===== config.mk =====
export PLATFORM = sky130hd
export DESIGN_NAME = vga_plot_arbiter
export DESIGN_NICKNAME = d
export VERILOG_FILES = /design/src/rtl/vga_plot_arbiter.sv
export SDC_FILE = /design/constraint.sdc
export NUM_CORES = 1
export LEC_CHECK = 0
export ABC_AREA = 0
export CAP_MARGIN = 10
export CORE_ASPECT_RATIO = 1.4
export CORE_UTILIZATION = 40
export CTS_CLUSTER_DIAMETER = 30
export CTS_CLUSTER_SIZE = 24
export DETAILED_ROUTE_END_ITERATION = 6
export GPL_TIMING_DRIVEN = 1
export PLACE_DENSITY_LB_ADDON = 0.15
export SYNTH_ARGS = -nofsm -noshare
export SYNTH_HDL_FRONTEND = slang
export SYNTH_SLANG_ARGS = --single-unit

===== constraint.sdc =====
create_clock -name clk -period 3.2 [get_ports clk]
set_input_delay 0.64 -clock clk [delete_from_list [all_inputs] [get_ports clk]]
set_output_delay 0.64 -clock clk [all_outputs]
set_load 0.02 [all_outputs]

===== src/rtl/vga_plot_arbiter.sv =====
// vga_plot_arbiter: shares the single pixel-write port of the 160x120 VGA
// adapter among NREQ pixel sources. It grants one pixel per cycle in
// round-robin order and offers an exclusive lock for multi-pixel operations.
// The granted pixel is registered toward the adapter.
module vga_plot_arbiter #(
    parameter int NREQ  = 3,
    parameter int CNT_W = 16
) (
    input  logic                clk,
    input  logic                rst,
    input  logic [NREQ-1:0]     req_plot,
    input  logic [NREQ*8-1:0]   req_x,
    input  logic [NREQ*7-1:0]   req_y,
    input  logic [NREQ*3-1:0]   req_colour,
    input  logic [NREQ-1:0]     req_lock,
    input  logic [NREQ-1:0]     req_enable,
    input  logic                clr_count,
    output logic [NREQ-1:0]     req_waitrequest,
    output logic                vga_plot,
    output logic [7:0]          vga_x,
    output logic [6:0]          vga_y,
    output logic [2:0]          vga_colour,
    output logic [2:0]          grant_id,
    output logic                locked,
    output logic [CNT_W-1:0]    pixel_count
);

    typedef enum logic {ST_IDLE, ST_OWNED} lockState_t;

    lockState_t      r_state;
    lockState_t      w_nextState;
    logic [2:0]      r_owner;
    logic [2:0]      w_nextOwner;
    logic [2:0]      r_lastGrant;

    logic            w_ownerHeld;
    logic [NREQ-1:0] w_elig;
    logic            w_grantValid;
    logic [2:0]      w_grantIdx;
    logic            w_foundAbove;
    logic [2:0]      w_idxAbove;
    logic            w_foundAny;
    logic [2:0]      w_idxAny;
    logic [7:0]      w_selX;
    logic [6:0]      w_selY;
    logic [2:0]      w_selColour;
    logic            w_selLock;

    // The lock survives this cycle only if the owner still asks for it and is
    // still enabled. This check comes before selection, so a released lock
    // lets the other requesters compete in the same cycle.
    always_comb begin
        w_ownerHeld = 1'b0;
        for (int i = 0; i < NREQ; i++) begin
            if (r_state == ST_OWNED && i[2:0] == r_owner && req_lock[i] && req_enable[i])
                w_ownerHeld = 1'b1;
        end
    end

    // A requester is eligible when it plots, is enabled, and either no lock is
    // held or it is the owner. Nothing is eligible while reset is asserted.
    always_comb begin
        w_elig = '0;
        for (int i = 0; i < NREQ; i++) begin
            w_elig[i] = req_plot[i] & req_enable[i] & ~rst
                        & (~w_ownerHeld | (i[2:0] == r_owner));
        end
    end

    // Round-robin pick. The first choice is the lowest eligible index above
    // the last grant. If there is none, the pick wraps to the lowest eligible
    // index overall.
    always_comb begin
        w_foundAbove = 1'b0;
        w_idxAbove   = '0;
        w_foundAny   = 1'b0;
        w_idxAny     = '0;
        for (int i = NREQ - 1; i >= 0; i--) begin
            if (w_elig[i]) begin
                w_foundAny = 1'b1;
                w_idxAny   = i[2:0];
                if (i > int'(r_lastGrant)) begin
                    w_foundAbove = 1'b1;
                    w_idxAbove   = i[2:0];
                end
            end
        end
        w_grantValid = w_foundAbove | w_foundAny;
        w_grantIdx   = w_foundAbove ? w_idxAbove : w_idxAny;
    end

    // Select the granted requester's pixel data and lock request.
    always_comb begin
        w_selX      = '0;
        w_selY      = '0;
        w_selColour = '0;
        w_selLock   = 1'b0;
        for (int i = 0; i < NREQ; i++) begin
            if (i[2:0] == w_grantIdx) begin
                w_selX      = req_x[i*8 +: 8];
                w_selY      = req_y[i*7 +: 7];
                w_selColour = req_colour[i*3 +: 3];
                w_selLock   = req_lock[i];
            end
        end
    end

    // Lock state register. Reset drops any held lock.
    always_ff @(posedge clk) begin
        if (rst) begin
            r_state <= ST_IDLE;
            r_owner <= '0;
        end else begin
            r_state <= w_nextState;
            r_owner <= w_nextOwner;
        end
    end

    // Next lock state. Ownership is kept while it holds. Otherwise a grant that
    // carries a lock request takes ownership for the granted requester.
    always_comb begin
        w_nextState = ST_IDLE;
        w_nextOwner = r_owner;
        if (w_ownerHeld) begin
            w_nextState = ST_OWNED;
        end else if (w_grantValid && w_selLock) begin
            w_nextState = ST_OWNED;
            w_nextOwner = w_grantIdx;
        end
    end

    // Outputs from the lock state and the grant. Only the granted requester
    // sees waitrequest low.
    always_comb begin
        locked = (r_state == ST_OWNED);
        for (int i = 0; i < NREQ; i++) begin
            req_waitrequest[i] = ~(w_grantValid && (i[2:0] == w_grantIdx));
        end
    end

    // Register the accepted pixel toward the adapter. Without a grant, plot
    // drops low and the data and grant id hold their values.
    always_ff @(posedge clk) begin
        if (rst) begin
            vga_plot    <= 1'b0;
            vga_x       <= '0;
            vga_y       <= '0;
            vga_colour  <= '0;
            grant_id    <= '0;
            r_lastGrant <= 3'(NREQ - 1);
        end else if (w_grantValid) begin
            vga_plot    <= 1'b1;
            vga_x       <= w_selX;
            vga_y       <= w_selY;
            vga_colour  <= w_selColour;
            grant_id    <= w_grantIdx;
            r_lastGrant <= w_grantIdx;
        end else begin
            vga_plot    <= 1'b0;
        end
    end

    // Count accepted pixels. A clear that coincides with an accept counts
    // that pixel, so the count becomes 1.
    always_ff @(posedge clk) begin
        if (rst) begin
            pixel_count <= '0;
        end else if (clr_count) begin
            pixel_count <= w_grantValid ? CNT_W'(1) : '0;
        end else if (w_grantValid) begin
            pixel_count <= pixel_count + CNT_W'(1);
        end
    end

endmodule


### After elaboration in Yosys (flattened, before gate mapping)

Cells that the tools add are included.

* logic and storage cells: 87
* register bits: 45
* bits of input ports: 66
* output and inout bits: 42

* $add $sub $neg: 1
* muxes and demuxes: 36
* equal/unequal tests: 4
* $lt $le $gt $ge: 2
* reduce and logical (&&, ||, !) cells: 17
* bitwise gates (word level): 18

Operators with widths (count)
* two-way mux 16 bit: 2
* two-way mux 3 bit: 8
* two-way mux 8 bit: 3
* two-way mux 7 bit: 3
* two-way mux 1 bit: 17
* adder 16 x 1 -> 16 bit, second input constant: 1
* logical AND 1 bit: 13
* AND 1 bit: 9
* == test 1 x 3 -> 1 bit, first input constant: 2
* == test 2 x 3 -> 1 bit, first input constant: 2
* zero test 3 bit: 2
* two-way mux 2 bit: 3
* inverter 1 bit: 5
* OR 1 bit: 4
* greater-than comparator 1 x 3 -> 1 bit, first input constant: 1
* greater-than comparator 2 x 3 -> 1 bit, first input constant: 1
* AND reduction 2 bit: 1
* nonzero test 2 bit: 1

### Depth between registers and ports, before layout

Gate-level depths: netlist of run 1.

* depth after elaboration: 21
* gate-level depth with buffers: 10
* mapped depth without buffers: 7

### Least setup slack after synthesis of run 1

OpenSTA, ideal clock, no wires.

* path type: input to output
* start: input req_lock[1]
* end: output req_waitrequest[0]
* slack: 0.024 ns
* data required time: 2.560 ns
* arrival time: 2.536 ns
* stages: 8
* path buffers: 3
* cells stage by stage: and4b_1 -> buf_6 -> o31a_1 -> a21oi_1 -> buf_2 -> buf_1 -> nor2_1 -> o21ai_0

* longest elaborated chain between the ends: 14
* elaborated cells on any way between the ends: 28
* those cells by class: mux: 15; bitwise: 9; reduce/logical: 4

Ends and longest elaborated chain
* from (decl): line 15 `input logic [NREQ-1:0] req_lock,`
* logical AND 1 bit (*) (2 in a row): line 55 `if (r_state == ST_OWNED && i[2:0] == r_owner && req_lock[i] && req_enable[i])`
* two-way mux 1 bit (*) (2 in a row): line 55
* inverter 1 bit (no source line) (*)
* OR 1 bit: line 66 `& (~w_ownerHeld | (i[2:0] == r_owner));`
* AND 1 bit: line 66
* two-way mux 2 bit / two-way mux 1 bit (equally long branches): line 79 `if (w_elig[i]) begin`
* two-way mux 3 bit, or another cell as far along: line 82 `if (i > int'(r_lastGrant)) begin`
* two-way mux 3 bit / two-way mux 1 bit (equally long branches): line 79
* two-way mux 3 bit: line 89 `w_grantIdx = w_foundAbove ? w_idxAbove : w_idxAny;`
* zero test 3 bit: line 137 `req_waitrequest[i] = ~(w_grantValid && (i[2:0] == w_grantIdx));`
* logical AND 1 bit (*): line 137
* inverter 1 bit (*): line 137
* to (decl): line 18 `output logic [NREQ-1:0] req_waitrequest,`

Mark *: on every way between the ends. The rest lies on a longest branch, timed or not.

### Final worst setup path of run 1

* start: input req_enable[2]
* end: output req_waitrequest[2]

* longest elaborated chain between the ends: 12
* elaborated cells on any way between the ends: 28
* those cells by class: eq/ne: 1; mux: 14; bitwise: 11; reduce/logical: 2

Ends and longest elaborated chain
* from (decl): line 16 `input logic [NREQ-1:0] req_enable,`
* logical AND 1 bit: line 55
* two-way mux 1 bit: line 55
* inverter 1 bit (no source line)
* OR 1 bit: line 66
* AND 1 bit: line 66
* two-way mux 2 bit / two-way mux 1 bit (equally long branches): line 79
* two-way mux 3 bit, or another cell as far along: line 82
* two-way mux 3 bit / two-way mux 1 bit (equally long branches): line 79
* two-way mux 3 bit: line 89
* == test 2 x 3 -> 1 bit: line 137
* logical AND 1 bit (*): line 137
* inverter 1 bit (*): line 137

Marked as above.

==> flow_summary_export.csv, run 1 <==
group,metric,value,unit
run_status,status,"complete, no violations",
min_path,hp-start,"vga_y[2]",
die,dieArea,6160,sq um
power_and_ir_drop,power,1.53,mW
place,dp_hpwl,5.26,mm
timing,finalClockSkew,0.00829,ns
setup_path,cp.required,2.56,ns
timing,fin_crit_sh,0.955,
setup_path,reg2regPathDepth,10,
die,rows,32,
timing,drv_slew,0,
grt,grt_max_degree,47,
layout,layout_common_cells,"clkdlybuf4s50_1 (103), dfxtp_1 (41), a21oi_1 (28)",
grt,grt_pass1_wl,11.9,mm
logic_synthesis,synth_top_area_frac,0.351,
setup_path,r2r-start,"r_owner[1]",
clocking,cts_setup_buffers,0,
setup_path,start_kind,"primary input",
setup_path,path_class,"in -> out",
grt,grt_pass1_vias,2673,
grt,grtUsageTotal,0.248,
timing,hold_slack,0.469,ns
routing,firstDrtPassIters,4,
power_and_ir_drop,internal_power,1.10,mW
timing,finalSetupViolations,0,
min_path,holdPathStages,1,
logic_synthesis,avgSynthCellArea,8.66,sq um
logic_synthesis,synth_edf_count,0,
logic_synthesis,ys.warnings.count,0,
grt,grt_antenna_before_repair,0,
run,maxCapViolations,0,
power_and_ir_drop,p_comb_frac,0.284,
die,ioPinCount,108,
clocking,cts_sinks,41,
place,port_buffers,106,
power_and_ir_drop,clkPwrFrac,0.332,
logic_synthesis,yosysSeqAreaShare,0.351,
power_and_ir_drop,p_sw,0.430,mW
die,fp.dieH,92.5,um
place,place_inst,445,
grt,gr-total-overflow,0,
routing,ant_nets,0,
min_path,hp-class,"reg -> reg",
clocking,clockRootBuffer,"clkbuf_8",
die,initial_core_util,0.420,
routing,wirelength,7.19,mm
timing,rsz0062_at_grt,"false",
routing,drt_iter0_drc,96,
setup_path,cpPeakStageDelay,0.54,ns
layout,syn_to_final_growth,59.0,%
layout,regArea,821,sq um
power_and_ir_drop,power.leakage,1.35,nW
min_path,hold_end,"vga_y[2]",
layout,layout.nets,451,
layout,drive_above_1_share,0.132,
routing,vias,2595,
die,core-area,5570,sq um
layout,final_common_cell,"clkdlybuf4s50_1",
clocking,cts-resized-gates,4,
clocking,hold_buffers,0,
setup_path,crit_path_cell_trace,"clkdlybuf4s50_1, and4b_1, or4_4, a21oi_2, o22ai_1, nand2_1, clkbuf_2",
power_and_ir_drop,powerDensity,412,nW/um^2
layout,n_antenna_cell,0,
setup_path,worst-path-max-fanout,4,
timing,finalCriticalPeriod,3.05,ns
logic_synthesis,synth_cell_type_count,57,
clocking,clkTransAtPathRegs,0.08,ns
clocking,clock_latency,0.30,ns
setup_path,r2r_slack,0.51,ns
setup_path,r2r-end,"pixel_count[7]",
logic_synthesis,syn_nets,337,
clocking,cts_max_level,2,
clocking,cts_buffer_depth,2,
logic_synthesis,syn_inst,270,
logic_synthesis,netlist_top_cells_area,"dfxtp_1 (35%), a221oi_1 (6.7%), o2bb2ai_1 (6.7%)",
routing,wl_per_cell,15.9,um
die,die_w,66.6,um
logic_synthesis,ys_async_sr_fraction,0,
layout,fin_cells,453,
power_and_ir_drop,peakVddDrop,0.383,mV
place,gp_congestion,0.872,
layout,multi_input_area,1370,sq um
clocking,cts_inserted_buffers,5,
power_and_ir_drop,swShare,0.281,
setup_path,worstPathArrival,2.41,ns
logic_synthesis,synthFlopType,"dfxtp_1",
logic_synthesis,synth-seq-cells,41,
logic_synthesis,synth_area,2340,sq um
layout,fillers,485,
clocking,cts_tree,"yes",
timing,fin_tns_setup,0,ns
power_and_ir_drop,sequentialPowerShare,0.384,
setup_path,end_kind,"primary output",
timing,clock.fmax,327,MHz
setup_path,cpMaxStageDelayCell,"or4_4",
timing,final_hold_viol_count,0,
routing,via_per_inst,5.73,
logic_synthesis,yosysTopAreaCell,"dfxtp_1",
routing,drc,0,
power by group through the flow:
stage | registers (mW) | clock network, mW | logic [mW]
detailed placement | 0.596 | 0 | 0.438
floorplan | 0.638 | 0 | 0.168
global placement | 0.597 | 0 | 0.433
CTS | 0.587 | 0.518 | 0.438
finish | 0.588 | 0.509 | 0.435
global route | 0.593 | 0.537 | 0.469
through the flow:
stage / cell area (sq um) / util / worst slack [ns]
5_1_grt: 3720 / 0.668 / 0.00754
3_3_place_gp: 3590 / 0.645 / -0.270
3_5_place_dp: 3590 / 0.645 / -0.287
4_1_cts: 3730 / 0.670 / 0.00804
6_report: 3720 / 0.668 / 0.146
2_1_floorplan: 2340 / - / 0.0241
cell type report:
cell class / count / share of cell area
sequential: 41 / 0.221
clock inverter: 3 / 0.0185
clock buffer: 5 / 0.0185
inverter: 8 / 0.00808
timing repair buffer: 134 / 0.342
tap: 68 / 0.0229
multi-input combinational: 194 / 0.369
critical path: cells and delay by family:
kind / cells / cell delay [ns]
AND/OR/NAND/NOR: 3 / 0.90
buffers and inverters: 2 / 0.58
AO/OA/AOI/OAI: 2 / 0.29
logic make-up (layout without fill, tap and decap cells):
logic type               count (synthesis)  count (layout)  share of synthesized area
adder cells (fa/ha/maj)                  1               1                    0.00535
multiplexers                             2               2                    0.00856
AO/OA/AOI/OAI                          120             120                      0.388
AND/OR/NAND/NOR                         62              62                      0.148
buffers and inverters                   35             150                     0.0674
XOR/XNOR                                 8               8                     0.0300
flip-flops                              41              41                      0.351
other                                    1               1                    0.00160
synth_stat cells, drive strengths merged, types with 8 or more instances:
cell type / n
a21boi: 18
a21oi: 30
a221oi: 18
buf: 13
clkbuf: 14
dfxtp: 41
inv: 8
nand2: 10
nor2: 16
o2bb2ai: 18
worst max path at each step:
stage,start,end,slack [ns],depth (start not counted)
CTS,req_enable[2],req_waitrequest[2],0.008,7
global route,req_lock[1],vga_y[5],0.008,12
finish,req_enable[2],req_waitrequest[2],0.15,7
global placement,req_enable[2],req_waitrequest[2],-0.27,7
floorplan,req_lock[1],req_waitrequest[0],0.02,8
detailed placement,req_enable[2],req_waitrequest[2],-0.29,7
flip-flops by register name, indices dropped and copies added, names as in the netlist:
register / flops
pixel_count: 16
vga_x: 8
vga_y: 7
vga_colour: 3
grant_id: 2
r_owner: 2
locked: 1
r_lastGrant: 1
vga_plot: 1
routing by layer:
metal	wire length, um	GRT usage	vias to the layer above
met5	0	0	-
met4	237	0.110	0
met3	392	0.0616	20
met2	3810	0.449	87
met1	2750	0.262	1220
li1	-	-	1268
(Power assumes the default switching activity.)
==> run 2: changes to the inputs <==
--- a/config.mk
+++ b/config.mk
@@ -9,11 +9,13 @@
 export CAP_MARGIN = 10
 export CORE_ASPECT_RATIO = 1.4
 export CORE_UTILIZATION = 40
+export CTS_BUF_LIST = sky130_fd_sc_hd__clkbuf_16
 export CTS_CLUSTER_DIAMETER = 30
 export CTS_CLUSTER_SIZE = 24
 export DETAILED_ROUTE_END_ITERATION = 6
 export GPL_TIMING_DRIVEN = 1
 export PLACE_DENSITY_LB_ADDON = 0.15
+export SKIP_LAST_GASP = 1
 export SYNTH_ARGS = -nofsm -noshare
 export SYNTH_HDL_FRONTEND = slang
 export SYNTH_SLANG_ARGS = --single-unit
==> flow_summary_export.csv, run 2 (same netlist as run 1, synthesis figures left out) <==
group,metric,value,unit
run_status,status,"complete, no violations",
layout,fin_cells,453,
clocking,cts_sinks,41,
power_and_ir_drop,peakVddDrop,0.345,mV
setup_path,cpMaxStageDelayCell,"or4_4",
min_path,hp-class,"reg -> reg",
routing,vias,2581,
timing,fin_crit_sh,0.955,
clocking,clockRootBuffer,"clkbuf_16",
routing,wirelength,7.26,mm
layout,syn_to_final_growth,61.6,%
die,dieArea,6160,sq um
die,rows,32,
place,place_inst,445,
power_and_ir_drop,power,1.69,mW
setup_path,start_kind,"primary input",
setup_path,worstPathArrival,2.42,ns
setup_path,path_class,"in -> out",
routing,drt_iter0_drc,70,
die,initial_core_util,0.420,
place,gp_congestion,0.872,
layout,multi_input_area,1380,sq um
layout,layout.nets,451,
grt,grt_max_degree,47,
die,core-area,5570,sq um
layout,regMostFlops,"pixel_count",
timing,finalSetupViolations,0,
layout,largest_reg_flops,16,
die,fp.dieH,92.5,um
routing,wl_per_cell,16.0,um
layout,n_antenna_cell,0,
setup_path,end_kind,"primary output",
clocking,clkTransAtPathRegs,0.06,ns
place,dp_hpwl,5.26,mm
grt,grtUsageTotal,0.252,
grt,grt_antenna_before_repair,0,
timing,clock.fmax,327,MHz
timing,finalClockSkew,0.00651,ns
setup_path,crit_path_cell_trace,"clkdlybuf4s50_1, and4b_1, or4_4, a21oi_2, o22ai_1, nand2_1, clkbuf_2",
timing,drv_slew,0,
clocking,cts_inserted_buffers,5,
routing,via_per_inst,5.70,
die,die_w,66.6,um
place,port_buffers,106,
routing,drc,0,
setup_path,cp.required,2.56,ns
grt,gr-total-overflow,0,
clocking,cts_buffer_depth,2,
grt,grt_pass1_wl,11.9,mm
setup_path,worst-path-max-fanout,4,
clocking,cts_tree,"yes",
setup_path,critical-path-top-delay-family,"simple AND/OR/NAND/NOR gates",
layout,drive_above_1_share,0.135,
routing,ant_nets,0,
clocking,cts_max_level,2,
die,ioPinCount,108,
setup_path,crit_buf_inv,2,
power_and_ir_drop,power.leakage,1.38,nW
grt,grt_pass1_vias,2652,
layout,final_common_cell,"clkdlybuf4s50_1",
layout,top_regs,"pixel_count (16), vga_x (8), vga_y (7)",
layout,fillers,479,
layout,layout_common_cells,"clkdlybuf4s50_1 (103), dfxtp_1 (41), a21oi_1 (28)",
clocking,clock_latency,0.29,ns
layout,regArea,821,sq um
timing,rsz0062_at_grt,"false",
power_and_ir_drop,powerDensity,447,nW/um^2
timing,fin_tns_setup,0,ns
routing,firstDrtPassIters,4,
timing,final_hold_viol_count,0,
timing,finalCriticalPeriod,3.06,ns
run,maxCapViolations,0,
setup_path,cpPeakStageDelay,0.54,ns
run 2: cell counts in the layout (fill, tap and decap cells not counted):
No cell type changed its count.
run 2: area by class of cell:
class,instances,area share
clock buffer,5,0.0331
multi-input combinational,194,0.364
sequential,41,0.217
inverter,8,0.00795
tap,68,0.0225
timing repair buffer,134,0.337
clock inverter,3,0.0182
run 2: worst register-to-register path, cell delays in order (launching register included):
cell and delay, ns:
dfxtp_1 0.46, and4b_1 0.27, buf_4 0.16, o31a_1 0.32
a21oi_4 0.16, buf_4 0.13, buf_6 0.30, o311ai_1 0.17
buf_4 0.19, or3_1 0.35, a21oi_1 0.15
run 2: power breakdown:
part | switching, mW | internal (mW) | leakage [nW]
clock network | 0.214 | 0.450 | 0.0944
registers | 0.0335 | 0.555 | 0.337
logic | 0.202 | 0.233 | 0.946
run 2: metrics by stage:
step / cell area [sq um] / util / hold slack [ns] / worst slack (ns)
2_1_floorplan: 2340 / - / 0.500 / 0.0241
3_3_place_gp: 3590 / 0.645 / 0.444 / -0.270
3_5_place_dp: 3590 / 0.645 / 0.447 / -0.287
4_1_cts: 3780 / 0.679 / 0.465 / -0.0186
5_1_grt: 3780 / 0.679 / 0.481 / 0.0156
6_report: 3780 / 0.679 / 0.466 / 0.145
run 2: worst paths after layout:
check / slack (ns) / end / start / depth (start not counted)
setup / recovery: 0.14 / req_waitrequest[2] / req_enable[2] / 7
hold / removal: 0.47 / vga_x[6] / vga_x[6] / 1
setup reg to reg: 0.49 / pixel_count[15] / r_owner[1] / 10
hold reg to reg: 0.47 / vga_x[6] / vga_x[6] / 1
run 2: per-layer routing:
metal / share of wire / wire length, um / track usage
met5: 0 / 0 / 0
met4: 0.033 / 241 / 0.121
met3: 0.050 / 362 / 0.0653
met2: 0.53 / 3820 / 0.447
met1: 0.39 / 2840 / 0.266
run 2: repair_timing:
item / CTS / global route
setup endpoints to repair: 3 / 29
hold buffers: 0 / 0
buffers inserted: 0 / 0
gates resized for setup: 3 / 9
==> run 3: changes to the inputs <==
--- a/config.mk
+++ b/config.mk
@@ -7,8 +7,8 @@
 export LEC_CHECK = 0
 export ABC_AREA = 0
 export CAP_MARGIN = 10
-export CORE_ASPECT_RATIO = 1.4
-export CORE_UTILIZATION = 40
+export CORE_ASPECT_RATIO = 0.6
+export CORE_UTILIZATION = 33
 export CTS_BUF_LIST = sky130_fd_sc_hd__clkbuf_16
 export CTS_CLUSTER_DIAMETER = 30
 export CTS_CLUSTER_SIZE = 24
==> flow_summary_export.csv, run 3 (same netlist as run 1, synthesis figures left out) <==
group,metric,value,unit
timing,fin_ws,0.0915,ns
clocking,cts_tree,"yes",
grt,grt_pass1_wl,12.1,mm
routing,wl_per_cell,16.4,um
grt,grt_pass1_vias,2367,
power_and_ir_drop,powerDensity,424,nW/um^2
layout,layout.nets,448,
min_path,hp-class,"reg -> reg",
layout,fin_cells,468,
die,fp.dieH,67.2,um
die,initial_core_util,0.346,
setup_path,crit_path_cell_trace,"clkdlybuf4s50_1, and4b_1, or4_4, a21oi_2, o22ai_2, nand2_1, clkbuf_2",
grt,grtUsageTotal,0.208,
run,maxCapViolations,0,
layout,final_common_cell,"clkdlybuf4s50_1",
clocking,cts_sinks,41,
setup_path,r2r_slack,0.51,ns
layout,syn_to_final_growth,60.9,%
die,ioPinCount,108,
setup_path,path_class,"in -> out",
timing,drv_slew,0,
timing,hold_slack,0.461,ns
die,rows,23,
setup_path,worst-path-max-fanout,6,
grt,top_usage_layer,"met1",
place,place_inst,461,
grt,grt_antenna_before_repair,0,
layout,top_regs,"pixel_count (16), vga_x (8), vga_y (7)",
clocking,cts_max_level,2,
layout,fillers,603,
setup_path,worstPathArrival,2.47,ns
setup_path,critical-path-top-delay-family,"simple AND/OR/NAND/NOR gates",
clocking,clkTransAtPathRegs,0.06,ns
die,die_w,111,um
setup_path,cp.required,2.56,ns
place,port_buffers,106,
timing,finalClockSkew,0.00645,ns
die,dieArea,7440,sq um
power_and_ir_drop,power.leakage,1.35,nW
clocking,clockRootBuffer,"clkbuf_16",
grt,met1_usage,0.303,
power_and_ir_drop,peakVddDrop,0.219,mV
setup_path,cpPeakStageDelay,0.54,ns
timing,finalSetupViolations,0,
layout,regMostFlops,"pixel_count",
routing,ant_nets,0,
clocking,clock_latency,0.29,ns
routing,drt_iter0_drc,100,
place,dp_slack,-0.328,ns
layout,n_antenna_cell,0,
timing,fin_crit_sh,0.971,
clocking,cts_inserted_buffers,5,
place,gp_congestion,0.777,
layout,layout_common_cells,"clkdlybuf4s50_1 (103), dfxtp_1 (41), a21oi_1 (28)",
grt,grtUsageMet3,0.0655,
timing,clock.fmax,322,MHz
setup_path,cpMaxStageDelayCell,"or4_4",
routing,drc,0,
setup_path,end_kind,"primary output",
routing,via_per_inst,5.38,
routing,wirelength,7.66,mm
timing,final_hold_viol_count,0,
layout,drive_above_1_share,0.129,
clocking,cts_buffer_depth,2,
die,core-area,6760,sq um
setup_path,crit_buf_inv,2,
clocking,cts_setup_buffers,0,
layout,largest_reg_flops,16,
run_status,status,"complete, no violations",
timing,rsz0062_at_grt,"false",
place,dp_hpwl,5.55,mm
grt,grtUsageMet2,0.283,
routing,firstDrtPassIters,4,
grt,gr-total-overflow,0,
layout,final_util,0.556,
clocking,hold_buffers,0,
grt,grt_max_degree,47,
routing,vias,2520,
timing,finalCriticalPeriod,3.11,ns
setup_path,start_kind,"primary input",
run 3: changes by cell type in the layout (fill, tap and decap cells not counted), sizes merged:
cell    change
inv         -1
buf         -3
bufinv      -1
clkinv      +1
run 3: routing by layer:
metal | vias up | part of all wire | routed length [um]
met5 | - | 0 | 0
met3 | 4 | 0.074 | 563
li1 | 1253 | - | -
met1 | 1188 | 0.51 | 3870
met4 | 0 | 0.0080 | 61
met2 | 75 | 0.41 | 3170
run 3: stage by stage:
stage,TNS [ns],instance area (sq um),power [mW]
final,0,3760,1.60
after global routing,0,3760,1.66
after CTS,-0.0731,3770,1.61
after detailed placement,-4.20,3610,1.04
after global placement,-2.19,3610,1.03
after floorplan,0,2340,0.806
run 3: repair_timing:
action | 4_1_cts | 5_1_grt
hold endpoints to repair | 0 | 0
resized for setup | 3 | 8
setup endpoints to repair | 3 | 10
run 3: power by group:
part / total [mW] / leakage (nW) / switching [mW] / internal (mW)
logic: 0.439 / 0.938 / 0.205 / 0.234
clock network: 0.571 / 0.0797 / 0.209 / 0.362
registers: 0.587 / 0.337 / 0.0314 / 0.555
total: 1.60 / 1.35 / 0.444 / 1.15
run 3: area by class of cell:
class | instances | area [sq um] | area share
flip-flops and latches | 41 | 821 | 0.218
well taps | 87 | 109 | 0.0289
repair buffers | 131 | 1260 | 0.336
clock inverters | 2 | 35.0 | 0.00931
clock buffers | 5 | 125 | 0.0333
multi-input cells | 194 | 1380 | 0.367
inverters | 8 | 30.0 | 0.00798
run 3: final timing paths:
path                               startpoint            endpoint  cells after the start
worst max-delay path              req_lock[1]  req_waitrequest[2]                      7
worst min-delay path            vga_colour[0]       vga_colour[0]                      1
worst min register to register  vga_colour[0]       vga_colour[0]                      1
worst max register to register     r_owner[1]      pixel_count[9]                     10
